$ cat src/rtl/uart_rx_if.sv
// ============================================================================
// Module   : uart_rx_if
// Brief    : Serial-in / byte-out bundle between a UART receiver and its user.
// Revision : 1.0  initial release
// ============================================================================
`default_nettype none

interface uart_rx_if #(
  parameter int DATA_BITS = 8
);
  logic                 b_tick;
  logic                 rx;
  logic [DATA_BITS-1:0] rx_data;
  logic                 rx_done;
  logic                 rx_busy;
  logic                 frame_err;

  // slave = the receiver itself; master = whoever drives the line and tick
  modport slave (
    input  b_tick, rx,
    output rx_data, rx_done, rx_busy, frame_err
  );

  modport master (
    output b_tick, rx,
    input  rx_data, rx_done, rx_busy, frame_err
  );
endinterface

`default_nettype wire

$ cat src/rtl/uart_rx.sv
// ============================================================================
// Module   : uart_rx
// Brief    : 16x-oversampled UART deframer (8N1 by default), byte + strobe out.
// Revision : 1.0  initial release
// ============================================================================
`default_nettype none

module uart_rx #(
  parameter int DATA_BITS  = 8,
  parameter int OVERSAMPLE = 16
) (
  input  wire logic clk,
  input  wire logic rst,
  uart_rx_if.slave  bus
);

  localparam int TW = (OVERSAMPLE > 1) ? $clog2(OVERSAMPLE) : 1;
  localparam int BW = (DATA_BITS  > 1) ? $clog2(DATA_BITS)  : 1;

  localparam logic [TW-1:0] c_tick_mid  = TW'(OVERSAMPLE/2 - 1);
  localparam logic [TW-1:0] c_tick_last = TW'(OVERSAMPLE - 1);
  localparam logic [BW-1:0] c_bit_last  = BW'(DATA_BITS - 1);

  typedef enum logic [1:0] {
    S_IDLE  = 2'd0,
    S_START = 2'd1,
    S_DATA  = 2'd2,
    S_STOP  = 2'd3
  } state_t;

  state_t               state_q,     state_d;
  logic                 rx_meta_q,   rx_meta_d;
  logic                 rx_s_q,      rx_s_d;
  logic [TW-1:0]        tick_cnt_q,  tick_cnt_d;
  logic [BW-1:0]        bit_cnt_q,   bit_cnt_d;
  logic [DATA_BITS-1:0] shreg_q,     shreg_d;
  logic [DATA_BITS-1:0] rx_data_q,   rx_data_d;
  logic                 rx_done_q,   rx_done_d;
  logic                 frame_err_q, frame_err_d;

  // Synchronizer presets to 1 so reset release never looks like a start edge.
  always_ff @(posedge clk or posedge rst) begin
    if (rst) begin
      state_q     <= S_IDLE;
      rx_meta_q   <= 1'b1;
      rx_s_q      <= 1'b1;
      tick_cnt_q  <= '0;
      bit_cnt_q   <= '0;
      shreg_q     <= '0;
      rx_data_q   <= '0;
      rx_done_q   <= 1'b0;
      frame_err_q <= 1'b0;
    end else begin
      state_q     <= state_d;
      rx_meta_q   <= rx_meta_d;
      rx_s_q      <= rx_s_d;
      tick_cnt_q  <= tick_cnt_d;
      bit_cnt_q   <= bit_cnt_d;
      shreg_q     <= shreg_d;
      rx_data_q   <= rx_data_d;
      rx_done_q   <= rx_done_d;
      frame_err_q <= frame_err_d;
    end
  end

  always_comb begin
    state_d     = state_q;
    rx_meta_d   = bus.rx;
    rx_s_d      = rx_meta_q;
    tick_cnt_d  = tick_cnt_q;
    bit_cnt_d   = bit_cnt_q;
    shreg_d     = shreg_q;
    rx_data_d   = rx_data_q;
    rx_done_d   = 1'b0;
    frame_err_d = 1'b0;

    unique case (state_q)
      S_IDLE: begin
        if (!rx_s_q) begin
          state_d    = S_START;
          tick_cnt_d = '0;
        end
      end

      // Re-check the line half a bit in to reject glitches.
      S_START: begin
        if (bus.b_tick) begin
          if (tick_cnt_q == c_tick_mid) begin
            if (!rx_s_q) begin
              state_d    = S_DATA;
              tick_cnt_d = '0;
              bit_cnt_d  = '0;
            end else begin
              state_d    = S_IDLE;
            end
          end else begin
            tick_cnt_d = tick_cnt_q + 1'b1;
          end
        end
      end

      S_DATA: begin
        if (bus.b_tick) begin
          if (tick_cnt_q == c_tick_last) begin
            shreg_d    = {rx_s_q, shreg_q[DATA_BITS-1:1]};
            tick_cnt_d = '0;
            if (bit_cnt_q == c_bit_last) begin
              state_d   = S_STOP;
            end else begin
              bit_cnt_d = bit_cnt_q + 1'b1;
            end
          end else begin
            tick_cnt_d = tick_cnt_q + 1'b1;
          end
        end
      end

      // Leave at mid-stop so the next start edge can be caught right away.
      S_STOP: begin
        if (bus.b_tick) begin
          if (tick_cnt_q == c_tick_last) begin
            state_d    = S_IDLE;
            tick_cnt_d = '0;
            if (rx_s_q) begin
              rx_data_d = shreg_q;
              rx_done_d = 1'b1;
            end else begin
              frame_err_d = 1'b1;
            end
          end else begin
            tick_cnt_d = tick_cnt_q + 1'b1;
          end
        end
      end

      default: state_d = S_IDLE;
    endcase
  end

  assign bus.rx_data   = rx_data_q;
  assign bus.rx_done   = rx_done_q;
  assign bus.frame_err = frame_err_q;
  assign bus.rx_busy   = (state_q != S_IDLE);

endmodule

`default_nettype wire
$ cat src/flat_wrapper.sv
// flat-port wrapper written by rule: the top's interface ports become plain ports
module uart_rx_flat 
#(
  parameter int DATA_BITS  = 8,
  parameter int OVERSAMPLE = 16
)
  (clk, rst, bus_b_tick, bus_rx, bus_rx_data, bus_rx_done, bus_rx_busy, bus_frame_err);
  uart_rx_if #(.DATA_BITS(DATA_BITS)) bus_i ();
  input  wire logic clk;
  input  wire logic rst;
  input wire logic [$bits(bus_i.b_tick)-1:0] bus_b_tick;
  input wire logic [$bits(bus_i.rx)-1:0] bus_rx;
  output wire logic [$bits(bus_i.rx_data)-1:0] bus_rx_data;
  output wire logic [$bits(bus_i.rx_done)-1:0] bus_rx_done;
  output wire logic [$bits(bus_i.rx_busy)-1:0] bus_rx_busy;
  output wire logic [$bits(bus_i.frame_err)-1:0] bus_frame_err;
  assign bus_i.b_tick = bus_b_tick;
  assign bus_i.rx = bus_rx;
  assign bus_rx_data = bus_i.rx_data;
  assign bus_rx_done = bus_i.rx_done;
  assign bus_rx_busy = bus_i.rx_busy;
  assign bus_frame_err = bus_i.frame_err;
  uart_rx #(.DATA_BITS(DATA_BITS), .OVERSAMPLE(OVERSAMPLE)) u_core (.clk(clk), .rst(rst), .bus(bus_i));
endmodule
$ cat config.mk
export PLATFORM = sky130hd
export DESIGN_NAME = uart_rx_flat
export DESIGN_NICKNAME = d
export VERILOG_FILES = /design/src/rtl/uart_rx_if.sv /design/src/rtl/uart_rx.sv /design/src/flat_wrapper.sv
export SDC_FILE = /design/constraint.sdc
export NUM_CORES = 1
export LEC_CHECK = 0
export CORE_MARGIN = 4
export CORE_UTILIZATION = 25
export CTS_BUF_LIST = sky130_fd_sc_hd__clkbuf_8 sky130_fd_sc_hd__clkbuf_16
export CTS_CLUSTER_DIAMETER = 100
export DETAILED_ROUTE_END_ITERATION = 16
export MAX_ROUTING_LAYER = met4
export SYNTH_ARGS = -nofsm -noshare
export SYNTH_HDL_FRONTEND = slang
export SYNTH_SLANG_ARGS = --single-unit
export TNS_END_PERCENT = 30
$ cat constraint.sdc
create_clock -name clk -period 2.6 [get_ports clk]
set_input_delay 0.52 -clock clk [delete_from_list [all_inputs] [get_ports clk]]
set_output_delay 0.52 -clock clk [all_outputs]
set_load 0.05 [all_outputs]
After elaboration in Yosys (flattened, before gate mapping)
Cells that the tools add are included.

Equality and inequality tests: 17. Div/mod/pow operators: 0. Add/subtract/negate cells: 2. Shifts and indexed selects: 0. Reduce and logical (&&, ||, !) cells: 9. $lt $le $gt $ge: 0. Bitwise logic cells: 0. $mul: 0. Muxes and demuxes: 31.

Operators with widths (number): two-way mux 4 bit (5); two-way mux 2 bit (9); two-way mux 3 bit (6); inequality test 2 bit (second input constant) (6); one-hot mux 4 bit (3 select lines) (1); inequality test 2 x 1 -> 1 bit (second input constant) (5); two-way mux 1 bit (8); one-hot mux 2 bit (4 select lines) (1); AND reduction 8 bit (1); AND reduction 7 bit (1); one-hot mux 3 bit (2 select lines) (1); adder 4 x 1 -> 4 bit (second input constant) (1); equality test 2 bit (second input constant) (2); equality test 4 x 3 -> 1 bit (second input constant) (1); equality test 4 bit (second input constant) (1); AND reduction 4 bit (1); nonzero test 2 bit (2); adder 3 x 1 -> 3 bit (second input constant) (1); equality test 3 bit (second input constant) (1); AND reduction 3 bit (1); equality test 2 x 1 -> 1 bit (second input constant) (1); zero test 2 bit (1); AND reduction 2 bit (1); OR reduction 2 bit (1).

Memories: 0. Word-level logic and storage cells: 68. Register bits after elaboration: 29. Bits in read-only memories: 0. Latch bits: 0. Bits in writable memories: 0.

Longest topological paths before layout
Gate-level depths: netlist of the first run.

Depth after elaboration: 5. Gate-level depth with buffers: 5. Depth with buffers taken out: 5.

Least setup slack after synthesis of the first run
OpenSTA, ideal clock, no wires.

Path kind: register to register. Start point: register u_core.tick_cnt_q[0]. End point: register u_core.tick_cnt_q[3]. Path buffers: 1. Clock period less this slack: 1.629 ns. Slack: 0.971 ns. Stages on the path, launching flop included: 6. Arrival time: 1.529 ns. Cells stage by stage: dfrtp_1 > ha_1 > buf_4 > and4bb_4 > or3_4 > o311ai_2.

Longest elaborated chain between the ends: 4.

Ends and longest elaborated chain: from (decl) (line uart_rx.sv:34) `logic [TW-1:0] tick_cnt_q, tick_cnt_d;`; from (signal assigned) (line uart_rx.sv:57) `tick_cnt_q <= tick_cnt_d;`; adder 4 x 1 -> 4 bit, or another cell as far along (line uart_rx.sv:97, uart_rx.sv:113, uart_rx.sv:131); two-way mux 4 bit (on tied branches) (line uart_rx.sv:104, uart_rx.sv:121, uart_rx.sv:88); two-way mux 4 bit (on tied branches) (line uart_rx.sv:120, uart_rx.sv:87); one-hot mux 4 bit (3 select lines) (*) (line uart_rx.sv:77) `unique case (state_q)`.

Mark *: on every way between the ends. The rest lies on a longest branch, timed or not. The select of a mux whose other input is x is not followed. A chain may end at the register's enable or synchronous reset.

==> impl_metrics.toml, run 1 <==
[synth]
synth-edff-count = 0
syn_area_um2 = 1379
synth_top_cell_by_area = "dfrtp_1"
async_reset_ff_share_pct = 100.0
ys.flop_type = "dfrtp_1"
synth_nets = 110
yosysWarningCount = 0
synthDistinctLibCells = 42
synth_top_area_share_pct = 49.00
synthTopCellsByArea = "dfrtp_1 49%, mux2_2 14%, dfstp_2 3.8%"
syn_inst = 103
ys_ff_latch = 29
syn_avg_cell_area_um2 = 13.39
seq_area_frac_synth_pct = 52.81

[die]
die_x_um = 82.27
die_area_um2 = 6768
start_util_pct = 26.33
ios = 15
dieHeight_um = 82.27
rows = 26
core_area_um2 = 5238

[place]
place.gp.congestion = 0.7016
port_buffers = 14
placed_cells = 183
place_hpwl_mm = 1.694

[global_route]
grt-ovfl-total = 0
grt_first_pass_wirelength_mm = 4.416
met2_usage_pct = 13.62
antenna_found_initial = 0
top_usage_layer = "met2"
grt_use_met3_pct = 2.386
use_met1_pct = 10.47
grtUsageTotal_pct = 8.864
grt_pass1_vias = 972
grt_max_degree = 30

[timing]
max_freq_mhz = 410.3
finalCritPeriodShare_pct = 93.75
skew_ps = 7.228
final-hold-violation-count = 0
setup_viol = 0
rsz0062_at_grt = "no"
slew-limit-headroom_pct = 66.37
fin_setup_tns_ps = 0
worst_pin_slew_ps = 502.8
final.min_clock_period_ps = 2437
slew_viol_final = 0

[final_layout]
nFillCells = 512
multi_input_comb_area_um2 = 596.8
fin_cells = 191
final_cell_mix = "27 x dfrtp_1, 17 x mux2_2, 14 x clkdlybuf4s50_1"
syn_to_final_growth_pct = 21.32
fin_nets = 127
utilization_pct = 31.94
drive_above_1_share_pct = 34.71
final_common_cell = "dfrtp_1"
register_area_um2 = 728.2
antennaDiodeCount = 0

[worst_setup_path]
crit_end = "bus_rx_busy"
cp.required_ps = 2080
rr_worst_depth = 4
rrSetupSlack_ps = 860
critPathLaunchType = "flip-flop"
worstSetupPathType = "reg -> out"
r2r_start = "u_core.tick_cnt_q[0]"
path_max_fanout = 14
r2r_end = "u_core.shreg_q[5]"
arrival_ps = 1920
endpoint_kind = "output port"

[detailed_routing]
routed_wl_mm = 2.498
vias = 877
drt_first_pass_iters = 4
via_per_inst = 4.592
post-route-drc-count = 0
antenna_left = 0
wl_per_cell_um = 13.08
drtIter0Drc = 10

[clock_tree]
postCtsResizedCells = 0
clock_sinks = 29
clkTransAtPathRegs_ps = 60
cts_root_buf = "clkbuf_8"
ctsHoldBuffers = 0
cts_setup_buffers = 0
cts_buffer_depth = 2
clkLatencyLatePin_ps = 280
htree_levels = 2
cts_tree = "built"
cts_buffers = 5

[pwr]
power.total_mw = 1.219
power_leakage_nw = 0.7440
p_per_area_nw_per_um2 = 728.7
irDropWorstVdd_uv = 347.3

[job]
drv_cap = 0

[min_path]
hp-class = "reg -> reg"

[run_status]
outcome = "finished, final reports clean"
[where the power goes]
group | switching, mW | leakage [nW] | total [mW] | internal, mW
logic | 0.130 | 0.304 | 0.259 | 0.130
clock network | 0.161 | 0.0538 | 0.368 | 0.207
registers | 0.0943 | 0.386 | 0.592 | 0.497
[state kept, by name, indices dropped and copies added, names as in the netlist, named ones only]
register and flops:
u_core.bit_cnt_q 3, u_core.bus.frame_err 1, u_core.bus.rx_data 8, u_core.bus.rx_done 1
u_core.rx_meta_q 1, u_core.rx_s_q 1, u_core.shreg_q 8, u_core.state_q 1
u_core.tick_cnt_q 4
[worst max-delay path: stages (launching register included)]
cell,delay [ps]
dfrtp_1,540
or2_2,390
clkdlybuf4s50_1,710
[cell families (layout without fill, tap and decap cells)]
logic type               Yosys count  in the layout  share of synthesized area, %
AND/OR/NAND/NOR                   25             25                         15.07
multiplexers                      18             18                         14.61
buffers and inverters             10             28                         3.901
flip-flops                        29             29                         52.81
adder cells (fa/ha/maj)            3              3                         2.723
AO/OA/AOI/OAI                     18             18                         10.89
[cells in the mapped netlist, types with 2 or more instances]
cell type and n:
dfstp_2 2, mux2_2 17, nand2_1 2, nor2_1 3, nor3_1 2, a22o_1 2, o221ai_1 2, a211oi_1 2
nand2b_1 2, inv_1 4, ha_1 3, o21ba_2 2, dfrtp_1 27, o21ai_0 2, buf_4 4
[routing by layer]
| layer | share of wire [%] | routed length [µm] | vias to the layer above |
|---|---|---|---|
| met4 | 2.0 | 49 | 0 |
| met3 | 3.1 | 77 | 5 |
| met1 | 46 | 1146 | 440 |
| li1 | - | - | 417 |
| met2 | 49 | 1224 | 15 |
| met5 | 0 | 0 | - |
[layout make-up]
class | count | area share (%)
clock buffer | 6 | 4.936
multi-input combinational | 64 | 35.68
clock inverter | 2 | 0.4488
inverter | 4 | 0.8975
sequential | 29 | 43.53
tap | 70 | 5.236
timing repair buffer | 16 | 9.275
[worst min path at each step]
stage | startpoint | end | slack (ps) | cells after the start
after floorplan | u_core.rx_meta_q | u_core.rx_s_q | 350 | 0
after global placement | u_core.rx_meta_q | u_core.rx_s_q | 350 | 0
after detailed placement | u_core.rx_meta_q | u_core.rx_s_q | 350 | 0
after CTS | u_core.rx_meta_q | u_core.rx_s_q | 360 | 0
after global routing | u_core.rx_meta_q | u_core.rx_s_q | 360 | 0
final | u_core.rx_meta_q | u_core.rx_s_q | 360 | 0
[stage by stage]
| stage | instance area (µm²) | setup WS (ps) | hold WS (ps) |
|---|---|---|---|
| after floorplan | 1379 | 970.8 | 345.2 |
| final | 1673 | 162.6 | 356.3 |
| after detailed placement | 1583 | 449.8 | 350.5 |
| after CTS | 1673 | 157.1 | 359.2 |
| after global routing | 1673 | 94.76 | 363.8 |
| after global placement | 1583 | 468.1 | 346.1 |
Note: power is estimated with default switching activity, not from simulation.
==> run 2, diff against run 1 <==
--- a/config.mk
+++ b/config.mk
@@ -11,6 +11,7 @@
 export CTS_CLUSTER_DIAMETER = 100
 export DETAILED_ROUTE_END_ITERATION = 16
 export MAX_ROUTING_LAYER = met4
+export SKIP_CTS_REPAIR_TIMING = 1
 export SYNTH_ARGS = -nofsm -noshare
 export SYNTH_HDL_FRONTEND = slang
 export SYNTH_SLANG_ARGS = --single-unit
==> results of run 2 <==
The final DEF is identical to that of run 1; final timing and power are the same.
